<file path="config.mk">
export PLATFORM = sky130hd
export DESIGN_NAME = fifo_read_packer
export DESIGN_NICKNAME = d
export VERILOG_FILES = /design/src/rtl/fifo_read_packer.sv
export SDC_FILE = /design/constraint.sdc
export NUM_CORES = 1
export LEC_CHECK = 0
export BUFFER_PORTS_ARGS = -buffer_cell sky130_fd_sc_hd__clkbuf_2
export CAP_MARGIN = 10
export CORE_ASPECT_RATIO = 0.75
export CORE_MARGIN = 5
export CORE_UTILIZATION = 35
export CTS_CLUSTER_DIAMETER = 100
export DETAILED_ROUTE_END_ITERATION = 16
export SLEW_MARGIN = 40
export SYNTH_ARGS = -nofsm -noshare
export SYNTH_HDL_FRONTEND = slang
export SYNTH_SLANG_ARGS = --single-unit
export TNS_END_PERCENT = 10
</file>
<file path="constraint.sdc">
create_clock -name r_clk -period 1.4 [get_ports r_clk]
set_input_delay 0.07 -clock r_clk [delete_from_list [all_inputs] [get_ports r_clk]]
set_output_delay 0.07 -clock r_clk [all_outputs]
set_load 0.03 [all_outputs]
</file>
<file path="src/rtl/fifo_read_packer.sv">
// fifo_read_packer: read-side consumer of the async FIFO (r_clk domain).
// Drains size-bit entries, absorbs the FIFO's one-cycle read latency, and
// packs RATIO consecutive entries (first entry in the LSB slot) into one wide
// word that is offered on a valid/ready handshake. flush emits a zero-padded
// partial word once per episode.
module fifo_read_packer #(
    parameter int size  = 8,
    parameter int RATIO = 4
) (
    input  logic                       r_clk,
    input  logic                       clrN,
    input  logic                       emptyN,
    output logic                       r_en,
    input  logic [size-1:0]            dataout,
    input  logic                       flush,
    output logic [size*RATIO-1:0]      word_out,
    output logic [$clog2(RATIO+1)-1:0] word_cnt,
    output logic                       word_valid,
    input  logic                       word_ready
);
    localparam int CW = $clog2(RATIO + 1);
    localparam int W  = size * RATIO;
    localparam logic [CW-1:0] FULL    = CW'(RATIO);
    localparam logic [CW:0]   FULL_EXT = (CW + 1)'(RATIO);

    logic [W-1:0]  asm_q, asm_d;
    logic [CW-1:0] fill_q, fill_d;
    logic          pend_q;
    logic [W-1:0]  word_q;
    logic [CW-1:0] cnt_q;
    logic          valid_q;

    logic          slot_free, full_xfer, flush_xfer, xfer;
    logic [CW-1:0] base;
    logic [CW:0]   inflight;

    assign slot_free  = !valid_q || word_ready;
    assign full_xfer  = (fill_q == FULL) && slot_free;
    assign flush_xfer = flush && !pend_q && (fill_q != '0) && (fill_q < FULL) && slot_free;
    assign xfer       = full_xfer || flush_xfer;
    assign inflight   = {1'b0, fill_q} + {{CW{1'b0}}, pend_q};

    // Read when the landing slot is guaranteed. Besides the plain room check,
    // a read may be issued while the pending entry is the one completing the
    // word, provided the output slot is free now: no transfer can happen this
    // cycle, so the slot is still free next cycle and the full transfer there
    // moves the new entry to slot 0. This keeps streaming bubble-free.
    assign r_en = clrN && emptyN && !flush &&
                  ((inflight < FULL_EXT) || full_xfer ||
                   (pend_q && (inflight == FULL_EXT) && slot_free));

    // Start from an empty assembler on transfer, then land the pending entry.
    assign base = xfer ? '0 : fill_q;

    // Next assembler contents: cleared on transfer, pending read lands at base.
    always_comb begin
        asm_d  = xfer ? '0 : asm_q;
        fill_d = base + CW'(pend_q);
        if (pend_q) begin
            for (int k = 0; k < RATIO; k++) begin
                if (base == CW'(k)) asm_d[k*size +: size] = dataout;
            end
        end
    end

    // Assembler, fill count and read-latency tracker.
    always_ff @(posedge r_clk or negedge clrN) begin
        if (!clrN) begin
            asm_q  <= '0;
            fill_q <= '0;
            pend_q <= 1'b0;
        end else begin
            asm_q  <= asm_d;
            fill_q <= fill_d;
            pend_q <= r_en;
        end
    end

    // Output register: loads on transfer, valid drops after an unreplaced handshake.
    always_ff @(posedge r_clk or negedge clrN) begin
        if (!clrN) begin
            word_q  <= '0;
            cnt_q   <= '0;
            valid_q <= 1'b0;
        end else if (xfer) begin
            word_q  <= asm_q;
            cnt_q   <= full_xfer ? FULL : fill_q;
            valid_q <= 1'b1;
        end else if (word_ready) begin
            valid_q <= 1'b0;
        end
    end

    assign word_out   = word_q;
    assign word_cnt   = cnt_q;
    assign word_valid = valid_q;

endmodule

</file>
==> After elaboration in Yosys (flattened, before gate mapping) <==
Cells that the tools add are included.
{ "totals": {"reg_bits": 72, "input_bits": 13, "out_inout_bits": 37, "elab_cells": 45} }
{ "op_classes": {"n_addsub": 2, "order_cmp": 2, "eq_ne": 5, "n_mux": 10, "n_reduce_logical": 20} }
{ "ops": {"columns": ["cell", "count"], "rows": [
  ["two-way mux 32 bit", 2],
  ["two-way mux 8 bit", 4],
  ["logical AND 1 bit", 10],
  ["== test 3 x 2 -> 1 bit, second input constant", 2],
  ["two-way mux 3 bit", 2],
  ["adder 3 x 1 -> 4 bit", 1],
  ["== test 4 x 3 -> 1 bit, second input constant", 1],
  ["logical OR 1 bit", 4],
  ["less-than comparator 4 x 3 -> 1 bit, second input constant", 1],
  ["adder 3 x 1 -> 3 bit", 1],
  ["== test 3 x 1 -> 1 bit, second input constant", 1],
  ["== test 3 bit, second input constant", 1],
  ["zero test 1 bit", 3],
  ["zero test 3 bit", 1],
  ["less-than comparator 3 bit, second input constant", 1],
  ["nonzero test 3 bit", 1],
  ["two-way mux 1 bit", 2],
  ["nonzero test 2 bit", 1]
]} }

==> Logic depth before layout (Yosys ltp) <==
Gate-level depths: netlist of the first run.
{ "depth": {"word_depth": 10, "mapped_depth": 6, "depth_no_buf": 5} }

==> Worst setup path before layout of the first run <==
No wires, ideal clock.
{ "synth_timing": {"path_type": "flip-flop to flip-flop", "startpoint": "reg fill_q[0]", "endpoint": "reg pend_q", "setup_ns": 0.186, "arrival_ns": 1.646, "t_required_ns": 1.214, "path_slack_ns": -0.431, "stages_incl_launch_ff": 6, "cell_sequence": "dfrtp_1 ha_1 ha_1 nor2_1 a31oi_1 a21oi_1"} }
{ "synth_between": {"elab_chain_len": 6} }
{ "synth_lines": {"columns": ["item", "line_no", "source"], "rows": [
  ["start: declaration", "27", "logic [CW-1:0] fill_q, fill_d;"],
  ["start signal: assignment", "74", "fill_q <= fill_d;"],
  ["parallel branches: the longest is 4 deep, another holds adder 3 x 1 -> 4 bit", null, null],
  ["logical OR 1 bit (*)", "49", "((inflight < FULL_EXT) || full_xfer ||"],
  ["logical AND 1 bit (*)", "48", "assign r_en = clrN && emptyN && !flush &&"],
  ["via r_en", "13", "output logic r_en,"],
  ["end signal: assignment", "75", "pend_q <= r_en;"],
  ["end: declaration", "28", "logic pend_q;"]
]} }
Mark *: on every way through the listed nets, which the timed path passes.
A chain may end at the register's enable or synchronous reset.

==> Worst setup path in the final report of the first run <==
{ "layout_timing": {"startpoint": "reg fill_q[0]", "endpoint": "out r_en"} }
{ "layout_between": {"elab_chain_len": 6} }
{ "layout_lines": {"columns": ["item", "line_no"], "rows": [
  ["parallel branches: the longest is 4 deep, another holds adder 3 x 1 -> 4 bit", null],
  ["logical OR 1 bit (*)", "49"],
  ["logical AND 1 bit (*)", "48"],
  ["end: declaration", "13"]
]} }
Mark *: on every way between the ends.

==> impl_metrics.yaml, run 1 <==
drt:
  drt_pass1_iterations: 4
  routed_via_density: 4.74
  antenna_left: 0
  drt-initial-drc-count: 70
  via_count: 2153
  wl_mm: 6.91
  drcViolationCount: 0
  wl_per_cell_um: 15.2
logic_synthesis:
  yosys_warnings: 0
  synth_seq_cells: 72
  synth_ff_type: "dfrtp_1"
  netlist.area_leader.share_pct: 57.5
  ys_seq_area_share_pct: 57.5
  synth_edf_count: 0
  syn_nets: 276
  synthCells: 261
  synth_area_leader_cell: "dfrtp_1"
  synthTopCellsByCount: "dfrtp_1, nand2_1, o21ai_0"
  synth_area_sq_mm: 0.00313
  yosysMostFrequentCell: "dfrtp_1"
  async_reset_ff_share_pct: 100
  yosysUniqueCellTypes: 34
  ys_top_cells_by_area: "dfrtp_1, mux2_4, nand2_1"
  synth_area_per_cell_sq_um: 12.0
layout:
  finalInstanceArea_sq_mm: 0.00408
  num_antenna_cells: 0
  area_delta_synth_final_pct: 30.2
  drive_above_1_share_pct: 41.9
  fillers: 791
  fin_nets: 356
power:
  clockPowerShare_pct: 31.4
  powerDensity_mw_per_mm2: 1760
  vdd_drop_max_uv: 791
  netSwitchingFraction_pct: 33.3
  sequentialPowerShare_pct: 39.8
  p_leak_nw: 1.98
  p_int_mw: 4.79
  combPwrFrac_pct: 28.9
  net-switching-power_mw: 2.40
place:
  place_ws_ns: -0.182
  port_buffers: 49
  hpwl_mm: 4.77
  place_area_sq_mm: 0.00365
  gp_congestion: 0.745
run:
  maxCapViolCount: 0
critical_path:
  endpoint_kind: "output port"
  r2r-start: "pend_q$_DFF_PN0_"
  cp-start-kind: "flip-flop"
  path_max_fanout: 4
  slowest_delay_ns: 0.44
  cp_top_family: "flip-flops"
  worstPathArrival_ns: 1.67
  crit_buf_inv: 1
  crit_chain: "ha_4, ha_4, nor2_2, a31oi_1, a21oi_2, clkbuf_8"
  crit_cells: 6
  ff2ff_path_depth: 6
  criticalPathCategory: "reg -> out"
  cp.required_ns: 1.33
  setup.worst_path.start: "fill_q[0]$_DFF_PN0_"
  cpMostUsedCell: "ha_4"
  crit_slowest_cell: "dfrtp_2"
hold_path:
  min-delay-path-class: "in -> reg"
  hold_depth: 3
  hp-start: "dataout[7]"
floorplan:
  die_y_um: 91.9
  io-pin-count: 50
  core_area_sq_mm: 0.00860
  start_util_pct: 36.4
  die-area_sq_mm: 0.0110
  row_count: 29
  die_w_um: 119
run_status:
  status: "complete, but fails checks"
  violations: "setup timing"
clocking:
  numCtsBuffers: 9
  insertion_delay_ns: 0.33
  cts_tree: "yes"
  cts-htree-levels: 3
  clk_pin_slew_ns: 0.06
  cts_sinks: 72
  cts_root_buf: "clkbuf_16"
  cts_buffer_depth: 2
sta:
  period_needed_ns: 1.74
  layout_setup_ws_ns: -0.338
  fmax_mhz: 575
  max_slew.worst_pin.slew_ns: 0.376
  fin_setup_tns_ns: -11.67
  drv_slew: 0
  skew_ns: 0.00543
  finalHoldViolations: 0
  rsz0062_at_grt: "true"
  setup_viol: 62
  finalCritPeriodShare_pct: 124
  max-slew-margin-rel_pct: 74.9
global_route:
  track_usage_pct: 13.3
  grt_pass1_vias: 2171
  antenna_found_initial: 0
  grt_pass1_wl_mm: 11.3
  grt_max_degree: 73
  gr-total-overflow: 0
## repair_timing
action                                  CTS  global route
hold endpoints to repair                 73             0
resized for setup                        23            26
hold buffers                              2             0
pin swaps                                16            10
endpoints found under the setup margin   61            68
buffers inserted                          2             2
## flip-flops by register name (all words and copies together) (netlist names)
register / count
pend_q: 1
word_valid: 1
asm_q: 32
word_out: 32
fill_q: 3
word_cnt: 3
## cell type report
type / instances / area [sq um] / area share (%)
Timing Repair Buffer: 83 / 583 / 14.3
Inverter: 1 / 3.75 / 0.0920
Sequential cell: 72 / 1800 / 44.2
Clock inverter: 7 / 71.3 / 1.75
Tap cell: 108 / 135 / 3.31
Multi-Input combinational cell: 174 / 1260 / 30.8
Clock buffer: 9 / 225 / 5.52
## per-stage QoR
step	utilization, %	power [mW]	instances	hold WS (ns)
global placement	42.4	4.88	432	0.213
finish	47.4	7.18	454	0.0132
detailed placement	42.4	4.92	432	0.215
CTS	46.9	7.24	452	0.00989
floorplan	-	4.24	261	-0.226
global route	47.4	7.53	454	0.0177
## layer usage
metal,up-vias,part of all wire (%),GRT usage (%)
li1,1047,-,-
met1,1045,50,19.0
met4,0,1.4,4.34
met5,-,0,0
met2,50,42,18.4
met3,11,5.9,5.04
## worst min-delay path: cells and delay by family
kind	cells	cell delay (ns)
and+or+nand+nor	1	0.07
buffers and inverters	1	0.12
AOI/OAI and AO/OA	1	0.05
## path summary, 6_finish.rpt
kind / endpoint / slack (ns)
setup / recovery: r_en / -0.34
max in group asynchronous: fill_q[0]$_DFF_PN0_ / 0.71
min in group asynchronous: word_out[9]$_DFFE_PN0P_ / 0.37
hold / removal: asm_q[7]$_DFF_PN0_ / 0.01
setup reg to reg: word_out[19]$_DFFE_PN0P_ / -0.30
hold reg to reg: word_cnt[2]$_DFFE_PN0P_ / 0.48
## logic make-up after synthesis
group           Yosys count  synth area share (%)
mux                      32                  14.9
fa+ha+maj                 2                 0.799
simple gates             94                  14.1
buf+inv                  15                  4.19
xor+xnor                  2                 0.559
flops                    72                  57.5
compound gates           44                  7.91
## cell usage in the layout, fill, tap and decap left out, types with 2 or more instances in the layout
cell,count
and3b_2,2
a21oi_2,3
clkbuf_16,9
mux2_4,28
clkinv_2,3
dfrtp_1,71
nand3b_1,2
nand2_1,68
nor2_2,2
nand2b_1,3
nor2_1,3
buf_12,4
clkbuf_2,47
buf_4,23
clkinv_4,2
buf_6,5
dlygate4sd3_1,2
o21ai_0,4
o21ai_1,29
mux2_2,4
ha_4,2
nand3_1,5
a21oi_1,3
## power groups by stage
| stage | combinational [mW] | sequential [mW] | clock, mW |
|---|---|---|---|
| after global placement | 1.99 | 2.88 | 0 |
| after floorplan | 0.720 | 3.52 | 0 |
| after CTS | 2.06 | 2.86 | 2.32 |
| after global routing | 2.21 | 2.92 | 2.40 |
| final | 2.07 | 2.86 | 2.26 |
| after detailed placement | 2.02 | 2.89 | 0 |
Power figures use the tool's default switching activity.
==> run 2: changes to the inputs <==
clock period = 2.2 ns   (was 1.4 ns; I/O delays follow)
==> run 2 against run 1 <==
Effect of this change:
- the run now ends clean
- wire length shrank 6.3%
- worst hold slack gained 0.014 ns
- global-route usage shrank 0.65 points
- final cell count shrank 5.9%
- sequential share of layout area grew 4.1 points
- clock skew grew 0.0017 ns
- die area is the same
- total power shrank 38%
- register-to-register slack gained 0.58 ns
- first-iteration DRC count grew 46%
- via count shrank 6.3%
- critical path type unchanged
- critical endpoint unchanged
- largest cell class unchanged
- highest routed layer unchanged
==> impl_metrics.yaml, run 2 (synthesis results as in run 1) <==
floorplan:
  die_y_um: 91.9
  core_area_sq_mm: 0.00860
  row_count: 29
  io-pin-count: 50
  die-area_sq_mm: 0.0110
  start_util_pct: 36.4
  die_w_um: 119
place:
  hpwl_mm: 4.41
  place_area_sq_mm: 0.00343
  port_buffers: 49
  gp_congestion: 0.759
critical_path:
  ff2ff_path_depth: 4
  cp.required_ns: 2.09
  worstPathArrival_ns: 1.92
  r2r-start: "word_valid$_DFFE_PN0P_"
  cp_top_family: "adder cells"
  crit_chain: "ha_1, ha_1, nor2_1, a31oi_1, a21oi_1, buf_4"
  crit_cells: 6
  cp-start-kind: "flip-flop"
  rrSetupSlack_ns: 0.28
  endpoint_kind: "output port"
  path_max_fanout: 9
  timing.rr.end: "word_out[31]$_DFFE_PN0P_"
  crit_slowest_cell: "dfrtp_2"
  crit_buf_inv: 1
  setup.worst_path.start: "fill_q[0]$_DFF_PN0_"
  critical_path.endpoint: "r_en"
  criticalPathCategory: "reg -> out"
  slowest_delay_ns: 0.47
  cpMostUsedCell: "ha_1"
global_route:
  grt_pass1_wl_mm: 10.7
  track_usage_pct: 12.6
  grt_max_degree: 55
  antenna_found_initial: 0
  gr-total-overflow: 0
  grt_pass1_vias: 2010
drt:
  antenna_left: 0
  routed_via_density: 4.72
  drt-initial-drc-count: 102
  wl_mm: 6.48
  drcViolationCount: 0
  wl_per_cell_um: 15.2
  via_count: 2017
  drt_pass1_iterations: 4
power:
  total_power_mw: 4.44
  vdd_drop_max_uv: 410
  powerDensity_mw_per_mm2: 1190
  p_leak_nw: 1.81
sta:
  period_needed_ns: 2.03
  setup_viol: 0
  finalCritPeriodShare_pct: 92.2
  skew_ns: 0.00717
  max_slew.worst_pin.slew_ns: 0.640
  rsz0062_at_grt: "false"
  fmax_mhz: 493
  drv_slew: 0
  max-slew-margin-rel_pct: 57.1
  finalHoldViolations: 0
  fin_setup_tns_ns: 0
clocking:
  cts_tree: "yes"
  cts_buffer_depth: 2
  cts_sinks: 72
  clk_pin_slew_ns: 0.05
  insertion_delay_ns: 0.33
  cts-htree-levels: 3
  numCtsBuffers: 9
  cts_root_buf: "clkbuf_16"
  post_cts_buffers: 0
layout:
  area_delta_synth_final_pct: 19.3
  num_antenna_cells: 0
  fin_nets: 329
  final_cell_mix: "dfrtp_1, nand2_1, clkbuf_2, o21ai_0, mux2_4"
  multi_input_comb_area_sq_mm: 0.00120
  seq_area_sq_mm: 0.00180
  drive_above_1_share_pct: 33.5
  fillers: 804
  finalInstanceArea_sq_mm: 0.00373
  final_common_cell: "dfrtp_1"
run_status:
  status: "finished, final reports clean"
hold_path:
  min-delay-path-class: "in -> reg"
run:
  maxCapViolCount: 0
run 2: final cells by class:
type,instances,area share (%)
repair buffers,56,8.11
well taps,108,3.62
inverters,1,0.101
multi-input cells,174,32.1
clock buffers,11,6.23
flip-flops and latches,72,48.3
clock inverters,5,1.54
run 2: how the worst min path moves through the flow:
stage / slack [ns] / endpoint / cells after the start / from
2_1_floorplan: -0.19 / asm_q[0]$_DFF_PN0_ / 0 / clrN
3_3_place_gp: 0.06 / word_out[6]$_DFFE_PN0P_ / 1 / clrN
3_5_place_dp: 0.06 / word_out[6]$_DFFE_PN0P_ / 1 / clrN
4_1_cts: 0.02 / pend_q$_DFF_PN0_ / 3 / emptyN
5_1_grt: 0.03 / pend_q$_DFF_PN0_ / 3 / emptyN
6_report: 0.03 / pend_q$_DFF_PN0_ / 3 / emptyN
run 2: where the power goes:
part | leakage, nW | internal [mW] | switching [mW]
Clock | 0.143 | 0.878 | 0.546
Sequential | 0.971 | 1.63 | 0.177
Combinational | 0.697 | 0.466 | 0.745
Total | 1.81 | 2.97 | 1.47
run 2: routing by layer:
metal	track usage [%]	up-vias	routed length [um]
met2	17.2	45	2700
met3	5.29	8	388
met1	18.2	975	3300
met5	0	-	0
met4	3.76	0	80
li1	-	989	-
run 2: timing repair:
item                                    in CTS  in global routing
resized for setup                            0                  4
hold endpoints to repair                    14                  0
hold buffers                                 1                  0
endpoints found under the setup margin       0                  1
run 2: worst reg2reg max path: cells and delay by family (launching register included):
kind / cells / cell delay, ns
AND/OR/NAND/NOR: 3 / 1.03
flip-flops: 1 / 0.38
multiplexers: 1 / 0.41
run 2: metrics by stage:
| step | std cells | setup slack [ns] | hold WS (ns) | utilization, % |
|---|---|---|---|---|
| 6_report | 427 | 0.172 | 0.0270 | 43.4 |
| 5_1_grt | 427 | 0.0387 | 0.0319 | 43.4 |
| 4_1_cts | 427 | 0.0661 | 0.0223 | 43.4 |
| 3_5_place_dp | 410 | 0.263 | 0.0632 | 39.9 |
| 3_3_place_gp | 410 | 0.318 | 0.0592 | 39.9 |
| 2_1_floorplan | 261 | 0.369 | -0.186 | - |
==> run 3: changes to the inputs <==
SETUP_SLACK_MARGIN = 0.02   (was not set)
clock period = 1.7 ns   (was 2.2 ns; I/O delays follow)
==> run 3 against run 2 <==
Effect of this change:
- the run now ends with setup timing left
- sequential power is 29% higher
- utilization is 3.2 points higher
- setup slack worse by 0.22 ns
- non-clock buffer count is 22 higher
- clock power is 23% higher
- largest power group unchanged
- critical path depth stayed put
- register-to-register slack worse by 0.31 ns
==> impl_metrics.yaml, run 3 (synthesis results as in run 1) <==
floorplan:
  row_count: 29
  die_w_um: 119
  io-pin-count: 50
  start_util_pct: 36.4
  die_y_um: 91.9
  die-area_sq_mm: 0.0110
  core_area_sq_mm: 0.00860
layout:
  fin_nets: 351
  fillers: 801
  postLayoutCoreUtil_pct: 46.6
  finalInstanceArea_sq_mm: 0.00401
  final_common_cell: "dfrtp_1"
  num_antenna_cells: 0
  final_cell_mix: "dfrtp_1, nand2_1, clkbuf_2, mux2_4, buf_4"
  area_delta_synth_final_pct: 28.0
  drive_above_1_share_pct: 41.1
place:
  gp_congestion: 0.759
  port_buffers: 49
  place_area_sq_mm: 0.00358
  hpwl_mm: 4.79
run_status:
  violations: "setup timing"
  status: "complete, but fails checks"
global_route:
  antenna_found_initial: 0
  gr-total-overflow: 0
  grt_pass1_wl_mm: 11.7
  grt_max_degree: 59
  track_usage_pct: 13.8
  grt_pass1_vias: 2194
clocking:
  numCtsBuffers: 9
  cts_tree: "yes"
  insertion_delay_ns: 0.34
  cts_buffer_depth: 2
  cts_sinks: 72
  cts-htree-levels: 3
  cts_root_buf: "clkbuf_16"
  clk_pin_slew_ns: 0.06
critical_path:
  cp.required_ns: 1.62
  cp-start-kind: "flip-flop"
  endpoint_kind: "output port"
  path_max_fanout: 2
  cp_top_family: "flip-flops"
  worstPathArrival_ns: 1.66
  crit_buf_inv: 1
  slowest_delay_ns: 0.43
  criticalPathCategory: "reg -> out"
  cpMostUsedCell: "ha_4"
  crit_chain: "ha_4, ha_4, xnor2_2, a31oi_1, a21oi_2, clkbuf_8"
  crit_slowest_cell: "dfrtp_2"
sta:
  max-slew-margin-rel_pct: 59.2
  drv_slew: 0
  setup_viol: 22
  fmax_mhz: 573
  finalHoldViolations: 0
  rsz0062_at_grt: "true"
  fin_hold_ws_ns: 0.0347
  max_slew.worst_pin.slew_ns: 0.610
  finalCritPeriodShare_pct: 103
  period_needed_ns: 1.74
  skew_ns: 0.00779
  fin_setup_tns_ns: -0.348
  layout_setup_ws_ns: -0.0444
drt:
  routed_via_density: 4.74
  drt-initial-drc-count: 163
  wl_per_cell_um: 15.5
  drcViolationCount: 0
  wl_mm: 6.98
  via_count: 2130
  antenna_left: 0
  drt_pass1_iterations: 4
hold_path:
  min-delay-path-class: "in -> reg"
power:
  total_power_mw: 5.76
  p_leak_nw: 1.92
  vdd_drop_max_uv: 458
  powerDensity_mw_per_mm2: 1440
run:
  maxCapViolCount: 0
-- run 3: cell count changes in the layout (fill, tap and decap cells not counted), moves of 3 or more --
| cell | before | now |
|---|---|---|
| buf_12 | 0 | 4 |
| buf_4 | 7 | 20 |
| buf_6 | 0 | 3 |
| clkinvlp_4 | 0 | 3 |
| inv_6 | 0 | 3 |
| o21ai_0 | 32 | 19 |
| o21ai_1 | 1 | 14 |
-- run 3: tightest hold or removal path: cells and delay by family --
family	cells	cell delay, ns
buffers and inverters	1	0.13
and+or+nand+nor	1	0.07
AOI/OAI and AO/OA	1	0.05
-- run 3: final timing paths --
check	startpoint	slack [ns]	depth (start not counted)	end
setup reg to reg	fill_q[0]$_DFF_PN0_	-0.03	6	word_out[29]$_DFFE_PN0P_
hold / removal	dataout[7]	0.03	3	asm_q[23]$_DFF_PN0_
hold reg to reg	word_cnt[2]$_DFFE_PN0P_	0.50	2	word_cnt[2]$_DFFE_PN0P_
min in group asynchronous	clrN	0.36	3	asm_q[11]$_DFF_PN0_
setup / recovery	fill_q[0]$_DFF_PN0_	-0.04	6	r_en
max in group asynchronous	clrN	0.36	3	word_out[19]$_DFFE_PN0P_
-- run 3: area by class of cell --
class                   instances  area, sq um  area share (%)
flip-flops and latches         72         1810            45.0
multi-input cells             174         1250            31.1
repair buffers                 78          538            13.4
clock buffers                   9          225            5.62
well taps                     108          135            3.37
clock inverters                 7         53.8            1.34
inverters                       1         3.75          0.0936
-- run 3: stage by stage --
| step | worst slack [ns] | cells |
|---|---|---|
| global route | -0.112 | 449 |
| detailed placement | 0.0644 | 423 |
| floorplan | 0.0174 | 261 |
| finish | -0.0444 | 449 |
| CTS | -0.0390 | 446 |
| global placement | 0.101 | 423 |
-- run 3: routing by layer --
metal / global-route usage [%] / wire length (um) / up-vias
met5: 0 / 0 / -
met2: 19.5 / 3030 / 48
met1: 19.6 / 3450 / 1032
li1: - / - / 1044
met3: 5.72 / 427 / 6
met4: 3.76 / 60 / 0
-- run 3: report_power, final --
part	internal, mW	switching, mW
Sequential	2.11	0.233
Combinational	0.677	0.994
Clock	0.998	0.746
Total	3.79	1.97
-- run 3: what timing repair did --
action	in CTS	in global routing
hold buffers	2	0
pin swaps	8	4
gates resized for setup	20	10
hold endpoints to repair	14	0
buffers inserted	5	3
cloned	0	0
endpoints found under the setup margin	1	59
